<file path="config.mk">
export PLATFORM = sky130hd
export DESIGN_NAME = router_arbiter
export DESIGN_NICKNAME = d
export VERILOG_FILES = /design/src/rtl/router_pkg.sv /design/src/rtl/axis_skid_buffer.sv /design/src/rtl/router_arbiter.sv
export SDC_FILE = /design/constraint.sdc
export NUM_CORES = 1
export LEC_CHECK = 0
export ABC_CLOCK_PERIOD_IN_PS = 4400
export CORE_UTILIZATION = 45
export CTS_CLUSTER_SIZE = 24
export DETAILED_ROUTE_END_ITERATION = 12
export PLACE_DENSITY = 0.76
export SETUP_SLACK_MARGIN = 0.02
export SYNTH_ARGS = -nofsm -noshare
export SYNTH_HDL_FRONTEND = slang
export SYNTH_SLANG_ARGS = --single-unit
</file>
<file path="constraint.sdc">
create_clock -name aclk -period 4.4 [get_ports aclk]
set_input_delay 0.44 -clock aclk [delete_from_list [all_inputs] [get_ports aclk]]
set_output_delay 0.44 -clock aclk [all_outputs]
set_load 0.05 [all_outputs]
</file>
<file path="src/rtl/router_pkg.sv">
// router_pkg: header field positions shared by the router blocks and the
// state type of the link arbiter.
package router_pkg;

  localparam int HDR_DEST_MSB = 63;
  localparam int HDR_DEST_LSB = 56;
  localparam int HDR_SRC_MSB  = 55;
  localparam int HDR_SRC_LSB  = 48;
  localparam int HDR_LEN_MSB  = 47;
  localparam int HDR_LEN_LSB  = 40;
  localparam int HDR_LEN_W    = 8;

  typedef enum logic {ARB_IDLE, ARB_PASS} arb_state_t;

  // One-hot grant for a link select bit (0 = link 1, 1 = link 2).
  function automatic logic [1:0] port_onehot(input logic sel);
    return sel ? 2'b10 : 2'b01;
  endfunction

endpackage

</file>
<file path="src/rtl/axis_skid_buffer.sv">
// axis_skid_buffer: 2-entry register slice. The output is the head register,
// so an accepted beat shows up one cycle later. The input ready is registered
// and is high only when at most one entry is in use, which keeps a free slot
// for the beat that may arrive while the registered ready is catching up.
module axis_skid_buffer #(
  parameter int WIDTH = 8
) (
  input  logic             clk_i,
  input  logic             rst_i,
  input  logic [WIDTH-1:0] s_data_i,
  input  logic             s_valid_i,
  output logic             s_ready_o,
  output logic [WIDTH-1:0] m_data_o,
  output logic             m_valid_o,
  input  logic             m_ready_i
);

  logic [1:0]       count_q, count_d;
  logic [WIDTH-1:0] head_q, head_d;
  logic [WIDTH-1:0] tail_q, tail_d;
  logic             ready_q;
  logic             push, pop;

  assign push = s_valid_i & ready_q;
  assign pop  = (count_q != 2'd0) & m_ready_i;

  // Next occupancy; the head always holds the oldest beat.
  always_comb begin
    count_d = count_q;
    head_d  = head_q;
    tail_d  = tail_q;
    case (count_q)
      2'd0: begin
        if (push) begin
          head_d  = s_data_i;
          count_d = 2'd1;
        end
      end
      2'd1: begin
        if (push && pop) begin
          head_d = s_data_i;
        end else if (push) begin
          tail_d  = s_data_i;
          count_d = 2'd2;
        end else if (pop) begin
          count_d = 2'd0;
        end
      end
      default: begin
        if (pop) begin
          head_d  = tail_q;
          count_d = 2'd1;
        end
      end
    endcase
  end

  // Storage, occupancy and registered ready.
  always_ff @(posedge clk_i) begin
    if (rst_i) begin
      count_q <= 2'd0;
      head_q  <= '0;
      tail_q  <= '0;
      ready_q <= 1'b0;
    end else begin
      count_q <= count_d;
      head_q  <= head_d;
      tail_q  <= tail_d;
      ready_q <= (count_d == 2'd0) | ((count_d == 2'd1) & m_ready_i);
    end
  end

  assign s_ready_o = ready_q;
  assign m_data_o  = head_q;
  assign m_valid_o = (count_q != 2'd0);

endmodule

</file>
<file path="src/rtl/router_arbiter.sv">
// router_arbiter: packet-locked round-robin merge of AXI-S links 1 and 2 into
// one stream through a 2-entry skid stage. Optional header length checker is
// compiled in with ROUTER_ARB_LEN_CHECK_EN; without it err_len is tied low.
`ifndef DATA_WIDTH
`define DATA_WIDTH 64
`endif
`ifndef KEEP_WIDTH
`define KEEP_WIDTH 8
`endif
`ifndef ID_WIDTH
`define ID_WIDTH 4
`endif
`ifndef DEST_WIDTH
`define DEST_WIDTH 4
`endif

module router_arbiter
  import router_pkg::*;
#(
  parameter int FIRST_PRIO = 1,
  parameter int LEN_MSB    = HDR_LEN_MSB
) (
  input  logic                   aclk,
  input  logic                   areset,
  input  logic [`DATA_WIDTH-1:0] s_axis_tdata_1,
  input  logic [`KEEP_WIDTH-1:0] s_axis_tkeep_1,
  input  logic                   s_axis_tvalid_1,
  input  logic                   s_axis_tlast_1,
  input  logic [`ID_WIDTH-1:0]   s_axis_tid_1,
  input  logic [`DEST_WIDTH-1:0] s_axis_tdest_1,
  output logic                   s_axis_tready_1,
  input  logic [`DATA_WIDTH-1:0] s_axis_tdata_2,
  input  logic [`KEEP_WIDTH-1:0] s_axis_tkeep_2,
  input  logic                   s_axis_tvalid_2,
  input  logic                   s_axis_tlast_2,
  input  logic [`ID_WIDTH-1:0]   s_axis_tid_2,
  input  logic [`DEST_WIDTH-1:0] s_axis_tdest_2,
  output logic                   s_axis_tready_2,
  output logic [`DATA_WIDTH-1:0] m_axis_tdata,
  output logic [`KEEP_WIDTH-1:0] m_axis_tkeep,
  output logic                   m_axis_tvalid,
  output logic                   m_axis_tlast,
  output logic [`ID_WIDTH-1:0]   m_axis_tid,
  output logic [`DEST_WIDTH-1:0] m_axis_tdest,
  input  logic                   m_axis_tready,
  output logic [1:0]             grant,
  output logic                   err_len
);

  localparam int BEAT_W = `DATA_WIDTH + `KEEP_WIDTH + 1 + `ID_WIDTH + `DEST_WIDTH;

  if (FIRST_PRIO != 1 && FIRST_PRIO != 2) begin : g_bad_first_prio
    $error("router_arbiter: FIRST_PRIO must be 1 or 2");
  end
  if (LEN_MSB < HDR_LEN_W - 1 || LEN_MSB >= `DATA_WIDTH) begin : g_bad_len_msb
    $error("router_arbiter: LEN_MSB outside tdata");
  end

  arb_state_t        state_q;
  logic [1:0]        grant_q;
  logic              ptr_q;      // 0: link 1 favoured, 1: link 2 favoured
  logic              skid_ready;
  logic              sel_valid;
  logic              sel_last;
  logic              accept;
  logic [BEAT_W-1:0] beat_1, beat_2, sel_beat, out_beat;
  logic              out_valid;

  assign beat_1 = {s_axis_tdata_1, s_axis_tkeep_1, s_axis_tlast_1, s_axis_tid_1, s_axis_tdest_1};
  assign beat_2 = {s_axis_tdata_2, s_axis_tkeep_2, s_axis_tlast_2, s_axis_tid_2, s_axis_tdest_2};

  assign sel_beat  = grant_q[1] ? beat_2 : beat_1;
  assign sel_last  = grant_q[1] ? s_axis_tlast_2 : s_axis_tlast_1;
  assign sel_valid = (grant_q[0] & s_axis_tvalid_1) | (grant_q[1] & s_axis_tvalid_2);
  assign accept    = sel_valid & skid_ready;

  assign s_axis_tready_1 = grant_q[0] & skid_ready;
  assign s_axis_tready_2 = grant_q[1] & skid_ready;
  assign grant           = grant_q;

  // Arbitration: pick an owner in IDLE, hold it until its tlast is accepted.
  always_ff @(posedge aclk) begin
    if (areset) begin
      state_q <= ARB_IDLE;
      grant_q <= 2'b00;
      ptr_q   <= (FIRST_PRIO == 2);
    end else begin
      case (state_q)
        ARB_IDLE: begin
          if (s_axis_tvalid_1 | s_axis_tvalid_2) begin
            if (ptr_q ? s_axis_tvalid_2 : s_axis_tvalid_1) grant_q <= port_onehot(ptr_q);
            else                                           grant_q <= port_onehot(~ptr_q);
            state_q <= ARB_PASS;
          end
        end
        default: begin
          if (accept & sel_last) begin
            state_q <= ARB_IDLE;
            grant_q <= 2'b00;
            ptr_q   <= ~grant_q[1];
          end
        end
      endcase
    end
  end

  axis_skid_buffer #(.WIDTH(BEAT_W)) u_skid (
    .clk_i    (aclk),
    .rst_i    (areset),
    .s_data_i (sel_beat),
    .s_valid_i(sel_valid),
    .s_ready_o(skid_ready),
    .m_data_o (out_beat),
    .m_valid_o(out_valid),
    .m_ready_i(m_axis_tready)
  );

  assign {m_axis_tdata, m_axis_tkeep, m_axis_tlast, m_axis_tid, m_axis_tdest} = out_beat;
  assign m_axis_tvalid = out_valid;

`ifdef ROUTER_ARB_LEN_CHECK_EN
  logic [8:0]           beat_cnt_q;
  logic [HDR_LEN_W-1:0] len_q;
  logic                 err_q;
  logic [`DATA_WIDTH-1:0] sel_data;
  logic [HDR_LEN_W-1:0] cur_len;
  logic [9:0]           beat_num;
  logic [9:0]           beat_want;

  assign sel_data  = grant_q[1] ? s_axis_tdata_2 : s_axis_tdata_1;
  assign cur_len   = (beat_cnt_q == 9'd0) ? sel_data[LEN_MSB -: HDR_LEN_W] : len_q;
  assign beat_num  = {1'b0, beat_cnt_q} + 10'd1;
  assign beat_want = {2'b00, cur_len} + 10'd1;

  // Count beats of the owned packet; flag tlast not landing exactly on beat len+1.
  always_ff @(posedge aclk) begin
    if (areset) begin
      beat_cnt_q <= 9'd0;
      len_q      <= '0;
      err_q      <= 1'b0;
    end else if (accept) begin
      len_q <= cur_len;
      if ((beat_num == beat_want) != sel_last) err_q <= 1'b1;
      if (sel_last)                 beat_cnt_q <= 9'd0;
      else if (beat_cnt_q != 9'h1FF) beat_cnt_q <= beat_cnt_q + 9'd1;
    end
  end

  assign err_len = err_q;
`else
  assign err_len = 1'b0;
`endif

endmodule

</file>
==> metrics.yaml <==
clock_network:
  cts_resized: 0
  cts_tree: "built"
  cts_hold_buffers: 0
  clockBufferDepth: 2
  htree_levels: 4
  clock_sinks: 169
  path_clk_slew_ps: 60
  clock_latency_ps: 420
  cts_buffers: 17
  post_cts_buffers: 0
  cts_root_buffer: "clkbuf_16"
flow_run:
  maxCapViolCount: 0
global_route:
  antenna_found_initial: 0
  grt_pass1_vias: 6779
  grt_pass1_wl_um: 33600
  grt.total_usage_pct: 20.9
  grt_max_degree: 140
  gr-total-overflow: 0
critical_path:
  arrival_ps: 2520
  rrSetupSlack_ps: 1720
  endpoint_kind: "primary output"
  crit_path_start: "u_skid.count_q[1]"
  r2r_end: "u_skid.tail_q[63]"
  worst_ep_required_time_ps: 3960
  cp-endpoint: "m_axis_tvalid"
  critical_path_class: "reg -> out"
  worst-path-max-fanout: 79
  startpoint_type: "flip-flop"
  worstRegToRegCells: 5
  rr_startpoint: "grant[1]"
finish:
  fillers: 1620
  mostFrequentLayoutCells: "clkdlybuf4s50_1 (251), dfxtp_1 (167), nand2_1 (153)"
  layout.nets: 1271
  n_antenna_cell: 0
  post-route-util_pct: 63.0
  final_layout_size_suffix_gt1_share_pct: 11.9
  final_common_cell: "clkdlybuf4s50_1"
  area_delta_synth_final_pct: 35.6
drt:
  drc: 0
  vias: 7145
  drtIter0Drc: 368
  routed_wl_um: 20800
  firstDrtPassIters: 4
  via_per_inst: 5.19
  wire_per_inst_um: 15.1
  ant_nets: 0
sta:
  timing.fmax_mhz: 338
  slew_headroom_pct: 28.4
  holdWs_ps: 449
  tightest_slew_ps: 1070
  fin_setup_tns_ps: 0
  fin_crit_sh_pct: 67.3
  hold_viol_final: 0
  finClkSkew_ps: 7.70
  grt_setup_unrepaired: "false"
  fin_crit_ps: 2960
  finalSetupViolations: 0
  finalMaxSlewViolations: 0
status:
  status: "finished, final reports clean"
floorplanning:
  die-area_um2: 20100
  initial_core_util_pct: 46.4
  core_um2: 18900
  dieWidth_um: 142
  num_io_pins: 254
  rows: 50
  die_y_um: 142
synth:
  yosysSeqAreaShare_pct: 38.6
  synth_compound_area_share_pct: 14.5
  synth.area.top_cells: "dfxtp_1 (39%), mux2i_1 (15%), mux2_2 (6.7%)"
  yosys.area.top_type: "dfxtp_1"
  synth_simple_gate_area_share_pct: 15.6
  synthAdderAreaFrac_pct: 0
  synth_area_um2: 8770
  synth_ff_type: "dfxtp_1"
  async_flop_share_pct: 0
  synth_top_family_by_area: "multiplexers"
  synthCells: 910
  syn_area_per_cell_um2: 9.64
  synth-seq-cells: 169
  synth_xor_area_share_pct: 0
  synthMuxAreaShare_pct: 25.5
  syn-num-nets: 1077
  yosysTopAreaCellShare_pct: 38.6
  ys_types: 37
  synth_edf_count: 0
  yosysWarnings: 0
pwr:
  peakVddDrop_mv: 0.278
  clockPowerShare_pct: 40.8
  switching_share_pct: 26.3
  seq_power_share_pct: 42.3
  p_switching_w: 0.000999
  powerDensity_nw_per_um2: 319
  pwr-share-comb_pct: 16.9
  internal_power_w: 0.00280
  p_leak_nw: 4.35
placed_design:
  gp_congestion: 0.745
  port_buffers: 252
  hpwl_um: 14200
hold_path:
  worstHoldStart: "u_skid.tail_q[79]"
  hp-class: "reg -> reg"
  worstHoldPathCells: 2
power by group through the flow:
| stage | Combinational (W) | Sequential, W | Clock [W] |
|---|---|---|---|
| 6_report | 0.000643 | 0.00160 | 0.00155 |
| 5_1_grt | 0.000690 | 0.00161 | 0.00163 |
| 3_5_place_dp | 0.000646 | 0.00164 | 0 |
| 2_1_floorplan | 0.000284 | 0.00173 | 0 |
| 3_3_place_gp | 0.000641 | 0.00164 | 0 |
| 4_1_cts | 0.000649 | 0.00160 | 0.00157 |
routing by layer:
metal	vias up	global-route usage [%]	routed length [um]
met2	188	34.6	9700
met4	0	5.43	185
met5	-	0	0
met1	3354	26.6	9340
met3	13	6.24	1550
li1	3590	-	-
critical path, stage by stage, from the launching register on:
cell and delay (ps):
dfxtp_4 880, nor2_1 230, inv_1 130, clkdlybuf4s50_1 860
registers in the layout, summed over array words and instances (netlist names):
name              cells
u_skid.tail_q        81
state_q               1
u_skid.s_ready_o      1
u_skid.count_q        2
grant                 2
ptr_q                 1
u_skid.m_data_o      81
cells by family (layout without fill, tap and decap cells):
| logic type | after synthesis | count (layout) |
|---|---|---|
| buf+inv | 94 | 300 |
| simple gates | 279 | 279 |
| other cells | 1 | 1 |
| compound gates | 154 | 154 |
| mux | 213 | 213 |
| flops | 169 | 169 |
through the flow:
| step | cells | setup WS [ps] | power (W) | area (um2) |
|---|---|---|---|---|
| floorplan | 910 | 2380 | 0.00202 | 8770 |
| global placement | 1345 | 1580 | 0.00228 | 11300 |
| detailed placement | 1345 | 1560 | 0.00228 | 11300 |
| CTS | 1376 | 1390 | 0.00383 | 11900 |
| global route | 1376 | 1300 | 0.00393 | 11900 |
| finish | 1376 | 1440 | 0.00379 | 11900 |
Yosys cell counts (2+ instances only):
master    number
mux2_2        52
a21oi_1        2
clkbuf_1      47
nor2b_1       60
mux2i_1      132
inv_1          3
buf_2         17
nor3_1         3
nand2b_1      53
a211oi_2      30
buf_4         11
dfxtp_1      169
mux2_1        29
o211ai_1      52
buf_6         13
and2_1         2
buf_1          2
nor2_1         2
a211oi_1      31
nand2_1      153
a31oi_1       31
area by class of cell:
cell class / count / area (um2) / area share (%)
Clock buffer: 19 / 443 / 3.72
Clock inverter: 12 / 169 / 1.42
Timing Repair Buffer: 265 / 2640 / 22.2
Sequential cell: 169 / 3390 / 28.5
Tap cell: 260 / 325 / 2.73
Inverter: 4 / 20.0 / 0.168
Multi-Input combinational cell: 647 / 4900 / 41.2
how the worst min path moves through the flow:
stage	endpoint	slack, ps
finish	u_skid.tail_q[79]	450
global route	u_skid.tail_q[79]	460
CTS	u_skid.tail_q[79]	450
detailed placement	u_skid.tail_q[67]	440
global placement	u_skid.tail_q[66]	440
floorplan	u_skid.tail_q[30]	430
No activity file was read; power rests on OpenSTA's default activity.
